[config.mk]
export PLATFORM = sky130hd
export DESIGN_NAME = serial_add_ctrl
export DESIGN_NICKNAME = d
export VERILOG_FILES = /design/src/rtl/serial_add_pkg.sv /design/src/rtl/serial_fa_cell.sv /design/src/rtl/serial_add_ctrl.sv
export SDC_FILE = /design/constraint.sdc
export NUM_CORES = 1
export LEC_CHECK = 0
export ABC_AREA = 1
export ABC_CLOCK_PERIOD_IN_PS = 1200
export CAP_MARGIN = 20
export CORE_ASPECT_RATIO = 1.4
export CORE_MARGIN = 4
export CORE_UTILIZATION = 46
export DETAILED_ROUTE_END_ITERATION = 8
export GPL_ROUTABILITY_DRIVEN = 1
export PLACE_DENSITY = 0.74
export SYNTH_ARGS = -nofsm -noshare
export SYNTH_HDL_FRONTEND = slang
export SYNTH_SLANG_ARGS = --single-unit
[constraint.sdc]
create_clock -name clk -period 1.2 [get_ports clk]
set_input_delay 0.3 -clock clk [delete_from_list [all_inputs] [get_ports clk]]
set_output_delay 0.3 -clock clk [all_outputs]
set_load 0.05 [all_outputs]
[src/rtl/serial_add_pkg.sv]
// Shared definitions for the bit-serial adder: FSM state encoding and default width.
package serial_add_pkg;

  localparam int ADD_WIDTH_DEFAULT = 8;

  typedef enum logic [1:0] {
    ST_IDLE = 2'd0,
    ST_ADD  = 2'd1,
    ST_DONE = 2'd2
  } state_e;

endpackage

[src/rtl/serial_fa_cell.sv]
// Combinational 1-bit full adder built from two half adders and an OR gate.
module serial_fa_cell (
  input  logic a,
  input  logic b,
  input  logic cin,
  output logic s,
  output logic cout
);

  logic s1;
  logic c1;
  logic c2;

  // First half adder on the operand bits, second folds in the carry.
  always_comb begin
    s1   = a ^ b;
    c1   = a & b;
    s    = s1 ^ cin;
    c2   = s1 & cin;
    cout = c1 | c2;
  end

endmodule

[src/rtl/serial_add_ctrl.sv]
// Bit-serial adder controller: one full-adder cell reused across WIDTH clocks,
// LSB first, with a start/busy/done handshake that allows back-to-back adds.
module serial_add_ctrl
  import serial_add_pkg::*;
#(
  parameter int WIDTH = ADD_WIDTH_DEFAULT
) (
  input  logic             clk,
  input  logic             rst,
  input  logic             start,
  input  logic [WIDTH-1:0] operand_a,
  input  logic [WIDTH-1:0] operand_b,
  input  logic             carry_in,
  output logic             busy,
  output logic             done,
  output logic [WIDTH-1:0] sum,
  output logic             carry_out
);

  localparam int CNT_W = $clog2(WIDTH);
  localparam logic [CNT_W-1:0] LAST_CNT = CNT_W'(WIDTH - 1);

  state_e           state_q, state_d;
  logic [WIDTH-1:0] a_sh_q;
  logic [WIDTH-1:0] b_sh_q;
  logic [WIDTH-1:0] acc_q;
  logic [WIDTH-1:0] acc_d;
  logic [WIDTH-1:0] sum_q;
  logic [CNT_W-1:0] cnt_q;
  logic             cy_q;
  logic             cout_q;

  logic load;
  logic step;
  logic last;
  logic fa_s;
  logic fa_cout;

  serial_fa_cell u_fa (
    .a    (a_sh_q[0]),
    .b    (b_sh_q[0]),
    .cin  (cy_q),
    .s    (fa_s),
    .cout (fa_cout)
  );

  // New result bit enters at the MSB so that after WIDTH steps the LSB sits at bit 0.
  assign acc_d = {fa_s, acc_q[WIDTH-1:1]};
  assign last  = (cnt_q == LAST_CNT);

  // State register.
  always_ff @(posedge clk) begin
    if (rst) state_q <= ST_IDLE;
    else     state_q <= state_d;
  end

  // Next-state logic and handshake outputs; start is only honoured in IDLE/DONE.
  always_comb begin
    state_d = state_q;
    load    = 1'b0;
    step    = 1'b0;
    busy    = 1'b0;
    done    = 1'b0;
    case (state_q)
      ST_IDLE: begin
        if (start) begin
          state_d = ST_ADD;
          load    = 1'b1;
        end
      end
      ST_ADD: begin
        busy = 1'b1;
        step = 1'b1;
        if (last) state_d = ST_DONE;
      end
      ST_DONE: begin
        done = 1'b1;
        if (start) begin
          state_d = ST_ADD;
          load    = 1'b1;
        end else begin
          state_d = ST_IDLE;
        end
      end
      default: state_d = ST_IDLE;
    endcase
  end

  // Datapath: operand capture, serial shift/add, and result update on the final bit.
  always_ff @(posedge clk) begin
    if (rst) begin
      a_sh_q <= '0;
      b_sh_q <= '0;
      acc_q  <= '0;
      cnt_q  <= '0;
      cy_q   <= 1'b0;
      sum_q  <= '0;
      cout_q <= 1'b0;
    end else if (load) begin
      a_sh_q <= operand_a;
      b_sh_q <= operand_b;
      cy_q   <= carry_in;
      cnt_q  <= '0;
      acc_q  <= '0;
    end else if (step) begin
      a_sh_q <= a_sh_q >> 1;
      b_sh_q <= b_sh_q >> 1;
      cy_q   <= fa_cout;
      acc_q  <= acc_d;
      cnt_q  <= cnt_q + CNT_W'(1);
      if (last) begin
        sum_q  <= acc_d;
        cout_q <= fa_cout;
      end
    end
  end

  assign sum       = sum_q;
  assign carry_out = cout_q;

endmodule

# [Word-level counts from Yosys, hierarchy flattened]
# Index checks and enable logic that the tools add are counted.
# Widths: inputs -> output; s select.
[word_totals] out_inout_bits=11 inputBits=20 ff_bits=39 elab_cells=40
[classes] n_bitwise=6 muxes=14 eq_ne=5 n_reduce_logical=6 add_sub_neg=1
[op_table] op="$mux 8" n=4
[op_table] op="$mux 1" n=7
[op_table] op="$pmux 2 s3" n=1
[op_table] op="$mux 2" n=2
[op_table] op="$ne 2x2->1 const B" n=2
[op_table] op="$reduce_or 2->1" n=2
[op_table] op="$add 3x1->3 const B" n=1
[op_table] op="$eq 3x3->1 const B" n=1
[op_table] op="$reduce_and 3->1" n=1
[op_table] op="$and 1x1->1" n=2
[op_table] op="$eq 2x1->1 const B" n=1
[op_table] op="$eq 2x2->1 const B" n=1
[op_table] op="$logic_not 2->1" n=1
[op_table] op="$reduce_and 2->1" n=1
[op_table] op="$reduce_bool 2->1" n=1
[op_table] op="$xor 1x1->1" n=2
[op_table] op="$not 1->1" n=1
[op_table] op="$or 1x1->1" n=1

# [Longest topological paths before layout]
[logic_depth] ltp_word=5 ltp_mapped=8 mapped_depth_nobuf=7

# [Hierarchy]
# Synthesis repeated with hierarchy kept, for this count alone.
[unflattened] hier_cells=235 area_unflattened_um2=1687.9
[by_module_without_submodules] mod="serial_add_ctrl" instances=1 seq_area_each_um2=760.7 area_per_inst_um2=1667.8 cells_per_inst=234
[by_module_without_submodules] mod="serial_fa_cell" instances=1 seq_area_each_um2=0.0 area_per_inst_um2=20.0 cells_per_inst=1

# [Worst setup path after synthesis]
# OpenSTA, ideal clock, no wires.
[synth_timing] path_kind="register to output" start="register state_q[0]" end="output port done" path_stages_with_launch=3 setup_slack_ps=-201 arrival_ps=1101 n_path_buf=1 t_required_ps=900 path_cell_list="dfxtp_1 > buf_6 > nor2_1"
[synth_via] elab_chain_cells=2
[synth_rtl] item="start: declaration" line="serial_add_ctrl.sv:23" source="state_e state_q, state_d;"
[synth_rtl] item="start signal: assignment" line="serial_add_ctrl.sv:54" source="else state_q <= state_d;"
[synth_rtl] item="$eq 2x2->1" line="serial_add_ctrl.sv:64" source="case (state_q)"
[synth_rtl] item="$mux 1" line="serial_add_ctrl.sv:64"
[synth_rtl] item="end: declaration" line="serial_add_ctrl.sv:15" source="output logic done,"
# Every way passes these cells.

# [Worst setup path after layout]
[layout_timing] start="register state_q[1]" end="output port busy"
[layout_via] elab_chain_cells=2
[layout_rtl] item="$eq 2x1->1" line="serial_add_ctrl.sv:64"
[layout_rtl] item="$mux 1" line="serial_add_ctrl.sv:64"
[layout_rtl] item="end: declaration" line="serial_add_ctrl.sv:14" source="output logic busy,"
# Every way passes these cells.

==> reports/metrics.yaml <==
wl_mm: 3.91
tightest_slew_ns: 0.235
min_period_over_period_pct: 107
place.gp.congestion: 0.815
register_area_um2: 769
globalRouteMet1Util_pct: 18.3
violations: "setup timing"
maxSlewViolCount: 0
critPathRequiredTime_ns: 0.90
dr.pass1.iters: 4
viasPerCell: 4.90
min_path_type: "reg -> reg"
crit_end: "busy"
grt_pass1_vias: 1444
r2r_setup_slack_ns: -0.01
min_period_ns: 1.29
die_h_um: 80.5
cts_buffers: 5
detail-route-antenna-nets: 0
status: "finished, violations left"
ys.flop_type: "dfxtp_1"
core_area_um2: 3640
cts_root_buf: "clkbuf_8"
syn2layout_area_growth_pct: 48.0
synth_edf_count: 0
rsz0062_at_grt: "yes"
grt_util_met2_pct: 29.1
r2r_cells: 8
synthArstFlopShare_pct: 0
met3_usage_pct: 4.98
cp_max_fo: 6
clk-insertion-delay-late_ns: 0.29
grt_pass1_wl_mm: 6.20
layout_setup_ws_ns: -0.0896
final_hold_viol_count: 0
io_buffers: 30
final_util_pct: 70.3
place_inst: 309
avgSynthCellArea_um2: 7.45
vias: 1622
synth_top_area_share_pct: 44.0
num-nets-final: 312
timing.rr.end: "b_sh_q[5]"
row_count: 26
multi_input_area_um2: 843
crit_arrival_ns: 0.99
cts_buffer_depth: 2
total_leakage_power_uw: 0.00117
wl_per_cell_um: 11.8
final_cell_mix: "46 x nand2_1, 33 x dfxtp_1, 29 x inv_1, 29 x nor2_1, 21 x buf_4"
stdcell_count: 331
path_clk_slew_ns: 0.07
fin_skew_ns: 0.00683
syn_area_um2: 1730
htree_levels: 2
n_fill_cell: 284
netlist_instances: 232
crit_path_start: "state_q[1]"
pin_count: 31
setup_viol: 3
busiest_layer: "met2"
ys_seq_area_share_pct: 44.0
netlist_top_cells_area: "dfxtp_1 44%, nand2_1 10%, nor2_1 7.6%"
postCtsHoldBufs: 0
yosysWarnings: 0
synth_fp_nets: 255
rr_startpoint: "state_q[0]"
crit_path_start_kind: "flip-flop"
synth_cell_types: 24
cap_violations: 0
die-area_um2: 4820
layout_commonest_cell: "nand2_1"
overflow: 0
hpwl_mm: 2.57
synth_seq_cells: 38
grt_max_degree: 14
drive_above_1_share_pct: 29.1
antenna_found_initial: 0
slew_headroom_pct: 84.4
antenna_cells: 0
route.detailed.drc: 0
start_util_pct: 47.5
timing.hold.ws_ns: 0.470
grt_usage_pct: 17.2
max_freq_mhz: 775
fp.dieW_um: 59.8
critical_path.endpoint_type: "output pin"
cts_tree: "built"
power_density_nw_per_um2: 1070
critical_path_class: "reg -> out"
clock_sinks: 38
synth_top_cell_by_area: "dfxtp_1"
drt_iter0_markers: 55
irDropWorstVdd_v: 0.000924
-- cells in the mapped netlist, types with 2 or more instances --
master,instances
buf_6,3
a21oi_1,17
nand2_2,2
buf_2,3
o21ai_0,11
inv_2,3
nand2_1,47
inv_1,31
ha_1,2
inv_4,2
nand3_1,18
o21ai_1,3
dfxtp_1,38
nor2_1,35
buf_4,2
o21ai_2,7
-- registers in the layout, summed over array words and instances (netlist names) --
| name | flops |
|---|---|
| a_sh_q | 8 |
| acc_q | 7 |
| b_sh_q | 8 |
| carry_out | 1 |
| cnt_q | 3 |
| cy_q | 1 |
| state_q | 2 |
| sum | 8 |
-- power by group --
group | switching, uW | total, uW | internal [uW]
Combinational | 278 | 547 | 269
Clock | 429 | 829 | 400
Sequential | 45.7 | 1380 | 1330
-- worst min-delay path by stage --
stage	start	end	cells past startpoint
final	a_sh_q[7]	a_sh_q[7]	2
after global routing	a_sh_q[7]	a_sh_q[7]	2
after floorplan	operand_b[7]	b_sh_q[7]	2
after CTS	a_sh_q[7]	a_sh_q[7]	2
after global placement	a_sh_q[7]	a_sh_q[7]	2
after detailed placement	a_sh_q[7]	a_sh_q[7]	2
-- layout make-up --
| class | count | area share (%) |
|---|---|---|
| Timing Repair Buffer | 56 | 25.4 |
| Clock buffer | 7 | 2.98 |
| Multi-Input combinational cell | 151 | 32.9 |
| Sequential cell | 38 | 30.1 |
| Tap cell | 42 | 2.05 |
| Timing Repair inverter | 1 | 0.244 |
| Inverter | 36 | 6.35 |
-- metrics by stage --
step	worst slack, ns	TNS (ns)	power (uW)	area (um2)
2_1_floorplan	0.0168	0	1680	1730
3_3_place_gp	-0.358	-9.84	1840	2250
3_5_place_dp	-0.401	-10.70	1860	2250
4_1_cts	-0.117	-1.19	2700	2390
5_1_grt	-0.132	-0.890	2880	2560
6_report	-0.0896	-0.171	2750	2560
-- per-layer routing --
| metal | share of wire [%] | up-vias |
|---|---|---|
| met5 | 0 | - |
| met4 | 3.7 | 0 |
| met3 | 4.7 | 14 |
| met2 | 53 | 33 |
| met1 | 39 | 740 |
| li1 | - | 835 |
-- logic make-up after synthesis --
kind of cell	Yosys count	synth area share, %
xor gates and xnor gates	1	0.507
DFF	38	44.0
and+or+nand+nor	107	27.7
AOI/OAI and AO/OA	38	12.5
adders and majority gates	3	2.60
buffers and inverters	45	12.7
-- repair_timing --
action                                 4_1_cts  5_1_grt
endpoints found under the hold margin        0        0
cloned                                       2        2
setup endpoints to repair                   34       35
gates resized for setup                     15       28
buffers inserted                             3        9
pin swaps                                    3        4
-- worst max-delay path, stage by stage, from the launching register on --
cell	delay, ns
dfxtp_2	0.34
inv_6	0.10
nand2_8	0.07
inv_6	0.07
buf_12	0.12
No activity file was read; power rests on OpenSTA's default activity.
